## config.mk

```make
export PLATFORM = sky130hd
export DESIGN_NAME = sha2_msg_schedule
export DESIGN_NICKNAME = d
export VERILOG_FILES = /design/src/rtl/sha2_msg_schedule.sv
export SDC_FILE = /design/constraint.sdc
export NUM_CORES = 1
export LEC_CHECK = 0
export ABC_AREA = 0
export CAP_MARGIN = 20
export CORE_MARGIN = 2
export CORE_UTILIZATION = 45
export CTS_CLUSTER_DIAMETER = 40
export CTS_CLUSTER_SIZE = 40
export DETAILED_ROUTE_END_ITERATION = 10
export GPL_ROUTABILITY_DRIVEN = 1
export PLACE_DENSITY_LB_ADDON = 0.05
export SLEW_MARGIN = 20
export SYNTH_ARGS = -nofsm -noshare
export SYNTH_HDL_FRONTEND = slang
export SYNTH_SLANG_ARGS = --single-unit
export TNS_END_PERCENT = 10
```

## constraint.sdc

```tcl
create_clock -name CLK -period 4.6 [get_ports CLK]
set_input_delay 0.92 -clock CLK [delete_from_list [all_inputs] [get_ports CLK]]
set_output_delay 0.92 -clock CLK [all_outputs]
set_load 0.02 [all_outputs]
```

## src/rtl/sha2_msg_schedule.sv

```systemverilog
// SHA-2 message-schedule generator: loads a 16-word block, then streams W[0..ROUNDS-1] from a sliding window.
// Optional build macro SHA2_WSCHED_CHKSUM_EN adds a CHKSUM output (XOR of all emitted words since START).
module sha2_msg_schedule #(
    parameter  int WORD_W = 32,
    parameter  int ROUNDS = 64,
    localparam int IDX_W  = $clog2(ROUNDS)
) (
    input  logic              CLK,
    input  logic              RST_N,
    input  logic              START,
    input  logic              ABORT,
    input  logic              IN_VALID,
    output logic              IN_READY,
    input  logic [WORD_W-1:0] IN_DATA,
    output logic              OUT_VALID,
    input  logic              OUT_READY,
    output logic [WORD_W-1:0] OUT_DATA,
    output logic [IDX_W-1:0]  OUT_IDX,
    output logic              BUSY,
    output logic              DONE
`ifdef SHA2_WSCHED_CHKSUM_EN
    ,
    output logic [WORD_W-1:0] CHKSUM
`endif
);

    generate
        if (WORD_W != 32 && WORD_W != 64) begin : g_bad_word_w
            $error("sha2_msg_schedule: WORD_W must be 32 or 64");
        end
    endgenerate

    localparam int S0_A = (WORD_W == 32) ? 7  : 1;
    localparam int S0_B = (WORD_W == 32) ? 18 : 8;
    localparam int S0_C = (WORD_W == 32) ? 3  : 7;
    localparam int S1_A = (WORD_W == 32) ? 17 : 19;
    localparam int S1_B = (WORD_W == 32) ? 19 : 61;
    localparam int S1_C = (WORD_W == 32) ? 10 : 6;

    localparam logic [IDX_W-1:0] LAST_LOAD_IDX  = IDX_W'(15);
    localparam logic [IDX_W-1:0] LAST_ROUND_IDX = IDX_W'(ROUNDS - 1);
    localparam logic [IDX_W-1:0] IDX_ONE        = IDX_W'(1);
    localparam logic [IDX_W-1:0] IDX_ZERO       = IDX_W'(0);
    localparam logic [WORD_W-1:0] WORD_ZERO     = {WORD_W{1'b0}};

    function automatic logic [WORD_W-1:0] rotr(input logic [WORD_W-1:0] x, input int n);
        return (x >> n) | (x << (WORD_W - n));
    endfunction

    function automatic logic [WORD_W-1:0] sig0(input logic [WORD_W-1:0] x);
        return rotr(x, S0_A) ^ rotr(x, S0_B) ^ (x >> S0_C);
    endfunction

    function automatic logic [WORD_W-1:0] sig1(input logic [WORD_W-1:0] x);
        return rotr(x, S1_A) ^ rotr(x, S1_B) ^ (x >> S1_C);
    endfunction

    typedef enum logic [1:0] {
        ST_IDLE = 2'd0,
        ST_LOAD = 2'd1,
        ST_EMIT = 2'd2
    } state_t;

    state_t            state_r;
    logic [WORD_W-1:0] win_r [16];
    logic [IDX_W-1:0]  count_r;
    logic              in_ready_r;
    logic              out_valid_r;
    logic              busy_r;
    logic              done_r;
    logic              in_hs_s;
    logic              out_hs_s;
    logic [WORD_W-1:0] w_next_s;

    assign in_hs_s  = IN_VALID & in_ready_r;
    assign out_hs_s = out_valid_r & OUT_READY;
    // win_r[0] is W[t]; the new tail word is W[t+16] = s1(W[t+14]) + W[t+9] + s0(W[t+1]) + W[t]
    assign w_next_s = sig1(win_r[14]) + win_r[9] + sig0(win_r[1]) + win_r[0];

    assign IN_READY  = in_ready_r;
    assign OUT_VALID = out_valid_r;
    assign OUT_DATA  = win_r[0];
    assign OUT_IDX   = count_r;
    assign BUSY      = busy_r;
    assign DONE      = done_r;

    // Control FSM, input capture and window shift; ABORT overrides everything else
    always_ff @(posedge CLK or negedge RST_N) begin
        if (!RST_N) begin
            state_r     <= ST_IDLE;
            count_r     <= IDX_ZERO;
            in_ready_r  <= 1'b0;
            out_valid_r <= 1'b0;
            busy_r      <= 1'b0;
            done_r      <= 1'b0;
            for (int i = 0; i < 16; i++) begin
                win_r[i] <= WORD_ZERO;
            end
        end else if (ABORT) begin
            state_r     <= ST_IDLE;
            count_r     <= IDX_ZERO;
            in_ready_r  <= 1'b0;
            out_valid_r <= 1'b0;
            busy_r      <= 1'b0;
            done_r      <= 1'b0;
            for (int i = 0; i < 16; i++) begin
                win_r[i] <= WORD_ZERO;
            end
        end else begin
            done_r <= 1'b0;
            case (state_r)
                ST_IDLE: begin
                    if (START) begin
                        state_r    <= ST_LOAD;
                        count_r    <= IDX_ZERO;
                        in_ready_r <= 1'b1;
                        busy_r     <= 1'b1;
                    end else begin
                        state_r <= ST_IDLE;
                    end
                end
                ST_LOAD: begin
                    if (in_hs_s) begin
                        win_r[count_r[3:0]] <= IN_DATA;
                        if (count_r == LAST_LOAD_IDX) begin
                            state_r     <= ST_EMIT;
                            count_r     <= IDX_ZERO;
                            in_ready_r  <= 1'b0;
                            out_valid_r <= 1'b1;
                        end else begin
                            count_r <= count_r + IDX_ONE;
                        end
                    end else begin
                        state_r <= ST_LOAD;
                    end
                end
                ST_EMIT: begin
                    if (out_hs_s) begin
                        for (int i = 0; i < 15; i++) begin
                            win_r[i] <= win_r[i+1];
                        end
                        win_r[15] <= w_next_s;
                        if (count_r == LAST_ROUND_IDX) begin
                            state_r     <= ST_IDLE;
                            count_r     <= IDX_ZERO;
                            out_valid_r <= 1'b0;
                            busy_r      <= 1'b0;
                            done_r      <= 1'b1;
                        end else begin
                            count_r <= count_r + IDX_ONE;
                        end
                    end else begin
                        state_r <= ST_EMIT;
                    end
                end
                default: begin
                    state_r     <= ST_IDLE;
                    count_r     <= IDX_ZERO;
                    in_ready_r  <= 1'b0;
                    out_valid_r <= 1'b0;
                    busy_r      <= 1'b0;
                end
            endcase
        end
    end

`ifdef SHA2_WSCHED_CHKSUM_EN
    logic [WORD_W-1:0] chksum_r;

    // Running XOR of handshaken output words, restarted by an accepted START
    always_ff @(posedge CLK or negedge RST_N) begin
        if (!RST_N) begin
            chksum_r <= WORD_ZERO;
        end else if (ABORT) begin
            chksum_r <= WORD_ZERO;
        end else if (state_r == ST_IDLE && START) begin
            chksum_r <= WORD_ZERO;
        end else if (out_hs_s) begin
            chksum_r <= chksum_r ^ win_r[0];
        end else begin
            chksum_r <= chksum_r;
        end
    end

    assign CHKSUM = chksum_r;
`else
    // This build carries no checksum state.
`endif

endmodule

```

==> results.yml <==
worst_hold_path:
  hp-class: "input pin to asynchronous set/reset pin"
timing:
  hold_slack_ns: 0.319
  fin_skew_ns: 0.0282
  rsz0062_at_grt: "no"
  slew_violations: 0
  hold_violations: 0
  fmax_ghz: 0.223
  finalSetupViolCount: 0
  max-slew-margin-rel_pct: 25.1
  fin_crit_sh_pct: 97.6
  fin_ws_ns: 0.111
  period_minus_slack_ns: 4.49
  setup-tns-final_ns: 0
  tightest_slew_ns: 1.12
power:
  power_switching_mw: 4.93
  power_density_nw_per_um2: 468
  p_seq_share_pct: 31.0
  swShare_pct: 31.5
  p_int_mw: 10.7
  cellLeakagePower_nw: 14.0
  peakVddDrop_uv: 350
  clkPwrFrac_pct: 48.8
  power_mw: 15.7
  combPwrFrac_pct: 20.2
placement:
  port-buffer-count: 79
  dp_hpwl_mm: 74.8
  dp_slack_ns: 0.274
  place_congestion: 0.968
clock_network:
  numCtsBuffers: 101
  clockBufferDepth: 3
  clock_sinks: 524
  clk_latency_ns: 0.67
  clockRootBuffer: "clkbuf_16"
  cts_htree_levels: 3
  cts_tree: "done"
  cts_setup_buffers: 0
  clk_pin_slew_ns: 0.05
die:
  core_sq_um: 63000
  chipHeight_um: 256
  initial_utilization_pct: 45.4
  io_pins: 80
  dieArea_sq_um: 65600
  die_x_um: 256
  rows: 92
grt:
  grt_use_total_pct: 32.3
  antenna_found_initial: 1
  grt_pass1_wl_mm: 159
  grt_pass1_vias: 23900
  grt_start_max_net_pins: 109
  gr-total-overflow: 0
synth:
  synthXorXnorAreaFrac_pct: 4.44
  yosysSeqAreaShare_pct: 45.9
  synth_compound_area_share_pct: 26.2
  synth.avg_cell_area_sq_um: 9.22
  syn-cell-area_sq_um: 28600
  synth-edff-count: 0
  yosysWarnings: 0
  synthArstFlopShare_pct: 100
  synth_top_family_by_area: "compound AO/OA/AOI/OAI gates"
  yosys.area_share.simple_pct: 9.39
  synth_nets: 3239
  synth_mux_area_share_pct: 0.210
  ys.flop_type: "dfrtp_1"
  synthAdderAreaFrac_pct: 6.05
  synthDistinctLibCells: 66
  ys_ff_latch: 524
  syn_inst: 3100
layout:
  final_common_cell: "dfrtp_1"
  final_cell_mix: "524 x dfrtp_1, 474 x nand2_1, 428 x o21ai_0"
  n_fill_cell: 5842
  nNetsFinal: 3162
  syn2layout_area_growth_pct: 17.2
  postLayoutCoreUtil_pct: 53.2
  drive_gt1_share_pct: 10.6
critical_path:
  path_class: "register to register"
  cp_max_fo: 7
  start_kind: "register"
  arrival_ns: 4.98
  cp-end-kind: "register"
  cp.required_ns: 5.09
routing:
  drcViolationCount: 0
  via_count: 24100
  drt_iter0_markers: 2530
  viasPerCell: 6.11
  wire_per_inst_um: 26.8
  ant_nets: 0
  wirelength_mm: 106
  first_pass_iters: 5
run_status:
  status: "completed"
job:
  maxCapViolCount: 0
## cells in the mapped netlist, types with 37 or more instances
master,instances,area share [%]
dfrtp_1,524,46
nand2_1,474,6.2
o21ai_0,428,7.5
a22oi_1,422,11
clkbuf_1,234,3.1
inv_1,135,1.8
a21oi_1,127,2.2
xnor2_1,87,2.7
a221oi_1,74,2.3
buf_2,74,1.3
fa_1,62,4.3
xor2_1,58,1.8
nor2_1,57,0.75
buf_4,53,1.4
and2_1,43,0.94
ha_1,39,1.7
o21ai_1,37,0.65
## critical path, stage by stage (launching register included)
cell	delay (ns)
dfrtp_1	0.49
xor2_1	0.23
xnor2_1	0.27
fa_1	0.50
fa_1	0.52
inv_1	0.05
ha_1	0.41
a21oi_1	0.16
o21ai_0	0.21
a21oi_1	0.42
nand4_1	0.21
a31oi_1	0.23
xor2_1	0.47
a221oi_1	0.16
## power by group through the flow
| stage | Clock (mW) | Combinational, mW | Sequential [mW] |
|---|---|---|---|
| 6_report | 7.64 | 3.17 | 4.86 |
| 3_3_place_gp | 0 | 3.11 | 4.93 |
| 4_1_cts | 7.74 | 3.10 | 4.86 |
| 3_5_place_dp | 0 | 3.08 | 4.93 |
| 2_1_floorplan | 0 | 1.89 | 4.86 |
| 5_1_grt | 7.96 | 3.39 | 4.86 |
## stage by stage
stage	instances	instance area (sq um)
floorplan	3100	28600
global placement	3765	30000
detailed placement	3765	30000
CTS	3949	33500
global route	3950	33500
finish	3951	33500
## flip-flops by register name, summed over array words and instances (netlist names)
signal and cells:
IN_READY 1, OUT_VALID 1, BUSY 1, DONE 1, OUT_IDX 6, OUT_DATA 32, win_r 480, state_r 2
## final timing paths
path / slack [ns] / start / end / cells past startpoint
min: 0.32 / RST_N / win_r[53]$_DFFE_PN0P_ / 1
max in group asynchronous: 3.11 / RST_N / win_r[31]$_DFFE_PN0P_ / 2
min in group CLK: 0.48 / win_r[415]$_DFFE_PN0P_ / win_r[415]$_DFFE_PN0P_ / 2
max: 0.11 / win_r[59]$_DFFE_PN0P_ / win_r[27]$_DFFE_PN0P_ / 13
min reg2reg: 0.48 / win_r[415]$_DFFE_PN0P_ / win_r[415]$_DFFE_PN0P_ / 2
max reg2reg: 0.11 / win_r[59]$_DFFE_PN0P_ / win_r[27]$_DFFE_PN0P_ / 13
## timing repair
item,in CTS,in global routing
endpoints found under the hold margin,0,0
hold buffers,0,0
gates resized for setup,0,1
endpoints found under the setup margin,0,1
## per-layer routing
metal	vias up	GRT usage, %	wire (um)
met1	12400	45.8	46700
met5	-	0	0
met2	867	50.0	49000
li1	10700	-	-
met3	165	5.83	7180
met4	0	10.8	3200
## area by class of cell
class | count | area, sq um | area share (%)
Multi-Input combinational cell | 2061 | 13400 | 40.0
Sequential cell | 524 | 13100 | 39.1
Clock buffer | 131 | 2790 | 8.33
Timing Repair Buffer | 199 | 1920 | 5.72
Tap cell | 846 | 1060 | 3.16
Clock inverter | 53 | 709 | 2.12
Inverter | 136 | 510 | 1.52
Antenna cell | 1 | 2.50 | 0.00747
## logic make-up after synthesis
| family | count (synthesis) |
|---|---|
| adders and majority gates | 101 |
| muxes | 6 |
| DFF | 524 |
| AOI/OAI and AO/OA | 1172 |
| and+or+nand+nor | 637 |
| xor gates and xnor gates | 145 |
| buffers and inverters | 515 |
Note: power is estimated with default switching activity, not from simulation.
